### config.mk
export PLATFORM = sky130hd
export DESIGN_NAME = mm_arb_flat
export DESIGN_NICKNAME = d
export VERILOG_FILES = /design/src/rtl/mm_pkg.sv /design/src/rtl/mm_arb_if.sv /design/src/rtl/mm_rr_arb2.sv /design/src/rtl/mm_arb.sv /design/src/flat_wrapper.sv
export SDC_FILE = /design/constraint.sdc
export NUM_CORES = 1
export LEC_CHECK = 0
export BUFFER_PORTS_ARGS = -buffer_cell sky130_fd_sc_hd__buf_2
export CORE_MARGIN = 2
export CORE_UTILIZATION = 47
export CTS_CLUSTER_DIAMETER = 120
export DETAILED_ROUTE_END_ITERATION = 10
export PLACE_DENSITY = 0.91
export SYNTH_ARGS = -nofsm -noshare
export SYNTH_HDL_FRONTEND = slang
export SYNTH_SLANG_ARGS = --single-unit
### constraint.sdc
create_clock -name clk_sys_i -period 2.1 [get_ports clk_sys_i]
set_clock_uncertainty 0.2 [all_clocks]
set_input_delay 0.21 -clock clk_sys_i [delete_from_list [all_inputs] [get_ports clk_sys_i]]
set_output_delay 0.21 -clock clk_sys_i [all_outputs]
set_load 0.005 [all_outputs]
### src/rtl/mm_pkg.sv
// Shared definitions for the memory-mapped register interconnect arbiter:
// default bus widths, register map addresses and the arbiter FSM encoding.
package mm_pkg;

    localparam int MM_ADDR_WIDTH_DEF = 8;
    localparam int MM_DATA_WIDTH_DEF = 16;

    localparam logic [MM_ADDR_WIDTH_DEF-1:0] PID       = 8'h00;
    localparam logic [MM_ADDR_WIDTH_DEF-1:0] TST       = 8'h02;
    localparam logic [MM_ADDR_WIDTH_DEF-1:0] INT_PND   = 8'h04;
    localparam logic [MM_ADDR_WIDTH_DEF-1:0] INT_CLR   = 8'h06;
    localparam logic [MM_ADDR_WIDTH_DEF-1:0] INT_MSK   = 8'h08;
    localparam logic [MM_ADDR_WIDTH_DEF-1:0] SWDT_CTRL = 8'h0A;
    localparam logic [MM_ADDR_WIDTH_DEF-1:0] SWDT_VAL  = 8'h0C;
    localparam logic [MM_ADDR_WIDTH_DEF-1:0] LED_CTRL  = 8'h0E;
    localparam logic [MM_ADDR_WIDTH_DEF-1:0] PWR_CTRL  = 8'h10;
    localparam logic [MM_ADDR_WIDTH_DEF-1:0] PSU_STA   = 8'h12;
    localparam logic [MM_ADDR_WIDTH_DEF-1:0] PWR_STA   = 8'h14;
    localparam logic [MM_ADDR_WIDTH_DEF-1:0] PWR_ERR   = 8'h16;

    typedef enum logic [1:0] {
        IDLE = 2'd0,
        XFER = 2'd1,
        DONE = 2'd2
    } mm_state_e;

endpackage

### src/rtl/mm_arb_if.sv
// Bundle of the two requester ports and the shared interconnect master port.
// The slave modport is the arbiter's view; master is the requester/interconnect side.
interface mm_arb_if import mm_pkg::*; #(
    parameter int ADDR_W = MM_ADDR_WIDTH_DEF,
    parameter int DATA_W = MM_DATA_WIDTH_DEF
);
    logic              req0_i;
    logic [ADDR_W-1:0] addr0_i;
    logic [DATA_W-1:0] wdata0_i;
    logic              we0_i;
    logic              ack0_o;
    logic [DATA_W-1:0] rdata0_o;

    logic              req1_i;
    logic [ADDR_W-1:0] addr1_i;
    logic [DATA_W-1:0] wdata1_i;
    logic              we1_i;
    logic              ack1_o;
    logic [DATA_W-1:0] rdata1_o;

    logic [ADDR_W-1:0] m_addr_o;
    logic [DATA_W-1:0] m_wdata_o;
    logic              m_we_o;
    logic [DATA_W-1:0] m_rdata_i;
    logic              busy_o;

    modport slave (
        input  req0_i, addr0_i, wdata0_i, we0_i,
        input  req1_i, addr1_i, wdata1_i, we1_i,
        input  m_rdata_i,
        output ack0_o, rdata0_o, ack1_o, rdata1_o,
        output m_addr_o, m_wdata_o, m_we_o, busy_o
    );

    modport master (
        output req0_i, addr0_i, wdata0_i, we0_i,
        output req1_i, addr1_i, wdata1_i, we1_i,
        output m_rdata_i,
        input  ack0_o, rdata0_o, ack1_o, rdata1_o,
        input  m_addr_o, m_wdata_o, m_we_o, busy_o
    );

endinterface

### src/rtl/mm_rr_arb2.sv
// Two-way round-robin picker. The pointer remembers the last granted master
// and resets to 1 so that master 0 wins the first contention.
module mm_rr_arb2 (
    input  logic       clk,
    input  logic       rst_n,
    input  logic [1:0] req,
    input  logic       upd_en,
    output logic       gnt_valid,
    output logic       gnt_idx
);

    logic last_q;

    // Pick the sole requester, or the one not granted last when both ask
    always_comb begin
        gnt_valid = |req;
        gnt_idx   = 1'b0;
        if (req[0] && req[1]) begin
            gnt_idx = ~last_q;
        end else if (req[1]) begin
            gnt_idx = 1'b1;
        end
    end

    // Remember the winner only when the owner actually takes the bus
    always_ff @(posedge clk or negedge rst_n) begin
        if (!rst_n) begin
            last_q <= 1'b1;
        end else if (upd_en && gnt_valid) begin
            last_q <= gnt_idx;
        end
    end

endmodule

### src/rtl/mm_arb.sv
// Shares the interconnect master port between the host bridge (M0) and an
// internal agent (M1), one register access at a time, waiting RD_LAT edges
// for the registered read data before acknowledging the owner.
module mm_arb import mm_pkg::*; #(
    parameter int MM_ADDR_WIDTH = MM_ADDR_WIDTH_DEF,
    parameter int MM_DATA_WIDTH = MM_DATA_WIDTH_DEF,
    parameter int RD_LAT        = 1
) (
    input logic    clk_sys_i,
    input logic    rst_n_i,
    mm_arb_if.slave bus
);

    localparam logic [1:0] CNT_INIT = 2'(RD_LAT);

    mm_state_e                state_q;
    logic                     owner_q;
    logic [1:0]               cnt_q;
    logic [MM_ADDR_WIDTH-1:0] m_addr_q;
    logic [MM_DATA_WIDTH-1:0] m_wdata_q;
    logic                     m_we_q;
    logic                     ack0_q;
    logic                     ack1_q;
    logic [MM_DATA_WIDTH-1:0] rdata0_q;
    logic [MM_DATA_WIDTH-1:0] rdata1_q;
    logic                     busy_q;

    logic                     gnt_valid;
    logic                     gnt_idx;
    logic                     arb_upd;

    assign arb_upd = (state_q == IDLE);

    mm_rr_arb2 u_rr (
        .clk       (clk_sys_i),
        .rst_n     (rst_n_i),
        .req       ({bus.req1_i, bus.req0_i}),
        .upd_en    (arb_upd),
        .gnt_valid (gnt_valid),
        .gnt_idx   (gnt_idx)
    );

    // Transaction sequencer: grant, hold the address for RD_LAT edges, capture and ack
    always_ff @(posedge clk_sys_i or negedge rst_n_i) begin
        if (!rst_n_i) begin
            state_q   <= IDLE;
            owner_q   <= 1'b0;
            cnt_q     <= 2'd0;
            m_addr_q  <= '0;
            m_wdata_q <= '0;
            m_we_q    <= 1'b0;
            ack0_q    <= 1'b0;
            ack1_q    <= 1'b0;
            rdata0_q  <= '0;
            rdata1_q  <= '0;
            busy_q    <= 1'b0;
        end else begin
            case (state_q)
                IDLE: begin
                    if (gnt_valid) begin
                        owner_q <= gnt_idx;
                        cnt_q   <= CNT_INIT;
                        busy_q  <= 1'b1;
                        state_q <= XFER;
                        if (gnt_idx) begin
                            m_addr_q  <= bus.addr1_i;
                            m_wdata_q <= bus.wdata1_i;
                            m_we_q    <= bus.we1_i;
                        end else begin
                            m_addr_q  <= bus.addr0_i;
                            m_wdata_q <= bus.wdata0_i;
                            m_we_q    <= bus.we0_i;
                        end
                    end
                end
                XFER: begin
                    m_we_q <= 1'b0;
                    if (cnt_q != 2'd0) begin
                        cnt_q <= cnt_q - 2'd1;
                    end else begin
                        state_q <= DONE;
                        if (owner_q) begin
                            rdata1_q <= bus.m_rdata_i;
                            ack1_q   <= 1'b1;
                        end else begin
                            rdata0_q <= bus.m_rdata_i;
                            ack0_q   <= 1'b1;
                        end
                    end
                end
                DONE: begin
                    ack0_q  <= 1'b0;
                    ack1_q  <= 1'b0;
                    busy_q  <= 1'b0;
                    state_q <= IDLE;
                end
                default: begin
                    m_we_q  <= 1'b0;
                    ack0_q  <= 1'b0;
                    ack1_q  <= 1'b0;
                    busy_q  <= 1'b0;
                    state_q <= IDLE;
                end
            endcase
        end
    end

    assign bus.m_addr_o  = m_addr_q;
    assign bus.m_wdata_o = m_wdata_q;
    assign bus.m_we_o    = m_we_q;
    assign bus.ack0_o    = ack0_q;
    assign bus.ack1_o    = ack1_q;
    assign bus.rdata0_o  = rdata0_q;
    assign bus.rdata1_o  = rdata1_q;
    assign bus.busy_o    = busy_q;

endmodule
### src/flat_wrapper.sv
// flat-port wrapper written by rule: the top's interface ports become plain ports
module mm_arb_flat import mm_pkg::*;
#(
    parameter int MM_ADDR_WIDTH = MM_ADDR_WIDTH_DEF,
    parameter int MM_DATA_WIDTH = MM_DATA_WIDTH_DEF,
    parameter int RD_LAT        = 1
)
  (clk_sys_i, rst_n_i, bus_req0_i, bus_addr0_i, bus_wdata0_i, bus_we0_i, bus_req1_i, bus_addr1_i, bus_wdata1_i, bus_we1_i, bus_m_rdata_i, bus_ack0_o, bus_rdata0_o, bus_ack1_o, bus_rdata1_o, bus_m_addr_o, bus_m_wdata_o, bus_m_we_o, bus_busy_o);
  mm_arb_if bus_i ();
  input logic clk_sys_i;
  input logic rst_n_i;
  input wire logic [$bits(bus_i.req0_i)-1:0] bus_req0_i;
  input wire logic [$bits(bus_i.addr0_i)-1:0] bus_addr0_i;
  input wire logic [$bits(bus_i.wdata0_i)-1:0] bus_wdata0_i;
  input wire logic [$bits(bus_i.we0_i)-1:0] bus_we0_i;
  input wire logic [$bits(bus_i.req1_i)-1:0] bus_req1_i;
  input wire logic [$bits(bus_i.addr1_i)-1:0] bus_addr1_i;
  input wire logic [$bits(bus_i.wdata1_i)-1:0] bus_wdata1_i;
  input wire logic [$bits(bus_i.we1_i)-1:0] bus_we1_i;
  input wire logic [$bits(bus_i.m_rdata_i)-1:0] bus_m_rdata_i;
  output wire logic [$bits(bus_i.ack0_o)-1:0] bus_ack0_o;
  output wire logic [$bits(bus_i.rdata0_o)-1:0] bus_rdata0_o;
  output wire logic [$bits(bus_i.ack1_o)-1:0] bus_ack1_o;
  output wire logic [$bits(bus_i.rdata1_o)-1:0] bus_rdata1_o;
  output wire logic [$bits(bus_i.m_addr_o)-1:0] bus_m_addr_o;
  output wire logic [$bits(bus_i.m_wdata_o)-1:0] bus_m_wdata_o;
  output wire logic [$bits(bus_i.m_we_o)-1:0] bus_m_we_o;
  output wire logic [$bits(bus_i.busy_o)-1:0] bus_busy_o;
  assign bus_i.req0_i = bus_req0_i;
  assign bus_i.addr0_i = bus_addr0_i;
  assign bus_i.wdata0_i = bus_wdata0_i;
  assign bus_i.we0_i = bus_we0_i;
  assign bus_i.req1_i = bus_req1_i;
  assign bus_i.addr1_i = bus_addr1_i;
  assign bus_i.wdata1_i = bus_wdata1_i;
  assign bus_i.we1_i = bus_we1_i;
  assign bus_i.m_rdata_i = bus_m_rdata_i;
  assign bus_ack0_o = bus_i.ack0_o;
  assign bus_rdata0_o = bus_i.rdata0_o;
  assign bus_ack1_o = bus_i.ack1_o;
  assign bus_rdata1_o = bus_i.rdata1_o;
  assign bus_m_addr_o = bus_i.m_addr_o;
  assign bus_m_wdata_o = bus_i.m_wdata_o;
  assign bus_m_we_o = bus_i.m_we_o;
  assign bus_busy_o = bus_i.busy_o;
  mm_arb #(.MM_ADDR_WIDTH(MM_ADDR_WIDTH), .MM_DATA_WIDTH(MM_DATA_WIDTH), .RD_LAT(RD_LAT)) u_core (.clk_sys_i(clk_sys_i), .rst_n_i(rst_n_i), .bus(bus_i));
endmodule
==> impl_summary.txt <==
----------------------------------------------------
[Outcome]
  Run status ... finished clean

[STA]
  Setup repair after global routing missed its margin ... no
  Maximum clock frequency ... 498 MHz
  Actual transition at the worst max-transition pin ... 533 ps
  Post-route fraction of the period consumed by the critical path ... a little over nine tenths
  Final Worst Setup Slack ... 91.5 ps
  Count of final hold-check violations ... 0
  Setup violation total in the final timing report ... 0
  Pins Over Slew Limit ... 0
  Worst max-slew margin expressed relative to the limit ... roughly 64%
  Tmin final ... between 2000 and 2500 ps
  Total Neg Setup Slack ... 0 ps

[Setup path]
  CP Capture Type ... register
  Largest delay share family, worst path ... buffers and inverters
  Startpoint kind of the worst setup timing path ... register
  Cell Chain, Critical Path ... a21bo_2, mux2i_1, dlygate4sd3_1, a21oi_1
  Worst endpoint data arrival time ... 2020 ps
  Startpoint of the worst setup timing path ... u_core.u_rr.last_q
  Critical path required time ... 2110 ps
  Cell at the slowest stage of the critical path ... dlygate4sd3_1
  Largest fanout of any net on the critical path ... 7
  Type of the worst setup path ... register to register
  Slowest cell delay on critical path ... 570 ps
  CP Buf/Inv Count ... 1
  R2R Path Start ... u_core.u_rr.last_q

[Yosys]
  Distinct cell type count after synthesis ... 30
  Adder-Cell Fraction of Synth Area ... 0.869%
  Number of instances in the synthesized netlist ... 219
  Count of flip-flops with a built-in enable after synthesis ... 0
  Net count after synthesis ... 291
  Sequential cell area fraction in the yosys report ... 57.4%
  Synth top area share ... 56.5%
  Mean area per synthesized cell ... 13.1 sq um
  Combinational family with the most area after synthesis ... multiplexers
  Dominant cell type by area after synthesis ... dfrtp_1
  Area contributors post-synth ... dfrtp_1 56%, mux2i_1 9.0%, a21oi_1 8.7%, mux2_2 8.6%, mux2_4 5.2%
  Area of the mapped netlist ... 2880 sq um
  Most frequent cell after synthesis ... dfrtp_1
  Area fraction in compound gates after synthesis ... 10.8%
  Synth warnings ... 0
  Async set or reset register ratio after synthesis ... 100%
  Count of state elements after synthesis ... 66
  Primary flip-flop cell chosen by synthesis mapping ... dfrtp_1
  Area fraction in and, or, nand and nor cells after synthesis ... 3.43%
  Multiplexer area fraction after synthesis ... 22.9%
  Most frequent cells after synthesis ... 65 x dfrtp_1, 50 x a21oi_1, 26 x mux2i_1, 22 x mux2_2, 10 x mux2_4
  Xor/xnor cell area share of the yosys netlist ... 0%

[GRT]
  Global-route wire length before repair ... 12.1 mm
  Remaining global-route overflow ... 0
  GRT Overall Usage ... 24.3%
  Number of antenna violations at the first check in global routing ... 0
  Pin count of the biggest net entering global routing ... 34
  Number of global-route vias before repair ... ~2600

[Drt]
  DRC Markers ... 0
  Remaining antenna violation count ... 0
  Via count ... 2520
  Vias per cell ... 5.12
  Wire length after detailed routing ... 8.13 mm
  Number of search-and-repair iterations in the first detailed-routing pass ... 4
  Wire length per cell after detailed routing ... 16.5 um
  1st-iter DRT viols ... 110

[Pwr]
  Comb pwr share ... 40.6%
  Total power draw ... 5850 uW
  Power Dens Cells ... 1320 nW/um^2
  Proportion of power drawn by flip-flops and latches ... between 30% and 40%
  Switching pwr ... approximately 2000 uW
  Net switching share of the total power ... 33.8%
  Relative contribution of the clock network to total power ... 19.9%
  Pleak ... 0.00218 uW
  Internal power component ... 3870 uW
  Peak VDD IR ... 0.748 mV

[Worst hold path]
  Tightest Hold Check Type ... input pin to register
  Hold path startpoint ... bus_we1_i

[Clocking]
  Number of buffers created by CTS ... 9
  Clock transition at the registers of the reported paths ... 70 ps
  Sinks on the clock net ... 66
  Number of H-tree levels ... 3
  Clock root buffer master ... clkbuf_8
  Clock latency on the worst-skew pair ... roughly 330 ps
  Buffers inserted by post-CTS timing repair ... 0
  TritonCTS clock tree ... built
  Clock tree buffer depth ... 2

[Floorplanning]
  I/O pins ... 130
  Initial core utilization ... around half
  Core Rows ... 28
  Die footprint ... 6770 sq um
  Core Region ... 5920 sq um
  Die height ... 82.3 um
  Die X ... 82.3 um

[Place]
  Cell area after placement ... 3570 sq um
  Port Buffers ... 129
  Worst setup slack before clock tree synthesis ... around 250 ps
  Gpl congestion ... 0.741
  Post-detailed-placement half-perimeter wirelength ... 4.88 mm

[Layout]
  Signed area change from the synthesized netlist to the final layout ... 53.4%
  Ratio of cells with drive above 1 in the final layout ... 45.8%
  Final net count ... slightly below 500
  Core utilization of the finished layout ... 74.6%
  Final instance area ... ~4400 sq um
  Diodes inserted ... 0

[Run]
  Maximum Capacitance Violations ... 0

----------------------------------------------------
logic make-up after synthesis:
group | count (synthesis)
compound gates | 59
simple gates | 14
buf+inv | 20
fa+ha+maj | 2
mux | 58
flops | 66
cell type report:
| class | instances | area [sq um] |
|---|---|---|
| fillers | 379 | 1500 |
| clock inverters | 7 | 93.8 |
| multi-input cells | 133 | 1090 |
| well taps | 75 | 93.8 |
| flip-flops and latches | 66 | 1650 |
| clock buffers | 9 | 124 |
| repair buffers | 197 | 1340 |
| inverters | 5 | 18.8 |
path summary, 6_finish.rpt:
path | to | cells after the start | slack [ps]
max in group asynchronous | u_core.bus.m_addr_o[5] | 3 | 940
worst max register to register | u_core.bus.m_wdata_o[15] | 4 | 90
worst min register to register | u_core.cnt_q[1] | 1 | 300
worst max-delay path | u_core.bus.m_wdata_o[15] | 4 | 90
min in group asynchronous | u_core.cnt_q[0] | 2 | 170
worst min-delay path | u_core.bus.m_we_o | 3 | 10
through the flow:
step,std cells,hold slack [ps]
after floorplan,219,-286
after global placement,414,-23.4
after detailed placement,414,-11.6
after CTS,492,3.33
after global routing,492,18.1
final,492,13.7
worst min-delay path, cell delays in order:
cell and delay [ps]:
buf_2 70, mux2i_1 80, o21ai_0 140
layout by cell type (no fill, tap or decap):
cell type / synthesis / layout
a21bo_2: 1 / 1
clkinvlp_4: 0 / 2
a21oi_1: 50 / 50
nor2b_1: 1 / 1
inv_1: 5 / 5
clkinv_4: 0 / 1
mux2i_1: 26 / 26
nor2_2: 1 / 1
buf_4: 4 / 3
nor3b_1: 1 / 1
buf_6: 3 / 1
dfrtp_1: 65 / 65
ha_1: 2 / 2
nand2b_1: 1 / 1
nand2_1: 1 / 1
mux2_4: 10 / 10
and3_4: 1 / 1
or2_2: 1 / 1
clkinv_2: 0 / 2
buf_12: 1 / 2
a31oi_1: 3 / 3
bufinv_16: 0 / 2
nor3_2: 1 / 1
dfstp_2: 1 / 1
nand3_2: 1 / 1
dlygate4sd3_1: 0 / 62
and2_1: 1 / 1
buf_2: 3 / 129
mux2_2: 22 / 22
clkbuf_8: 0 / 9
nor2_1: 3 / 3
o21ai_0: 3 / 3
o32ai_1: 1 / 1
nor2b_4: 1 / 1
o2bb2ai_1: 1 / 1
metal layers:
layer  routed length [um]  GRT usage [%]
met5                    0              0
met4                  121           10.7
met3                  668           5.43
met2                 4110           41.5
met1                 3230           29.5
flip-flops by register name, indices dropped and copies added, names as in the netlist:
register	count
u_core.bus.m_addr_o	8
u_core.bus.rdata1_o	16
u_core.bus.ack1_o	1
u_core.bus.ack0_o	1
u_core.u_rr.last_q	1
u_core.owner_q	1
u_core.bus.m_we_o	1
u_core.bus.m_wdata_o	16
u_core.state_q	2
u_core.bus.busy_o	1
u_core.cnt_q	2
u_core.bus.rdata0_o	16
timing repair:
action	CTS	global route
endpoints found under the hold margin	73	0
endpoints found under the setup margin	0	1
gates resized for setup	0	1
hold buffers	62	0
power by group through the flow:
stage	registers, uW	logic, uW	clock network (uW)
floorplan	2290	1350	0
global placement	2280	2130	0
detailed placement	2300	2260	0
CTS	2300	2370	1180
global route	2390	2660	1230
finish	2310	2380	1160
No activity file was read; power rests on OpenSTA's default activity.
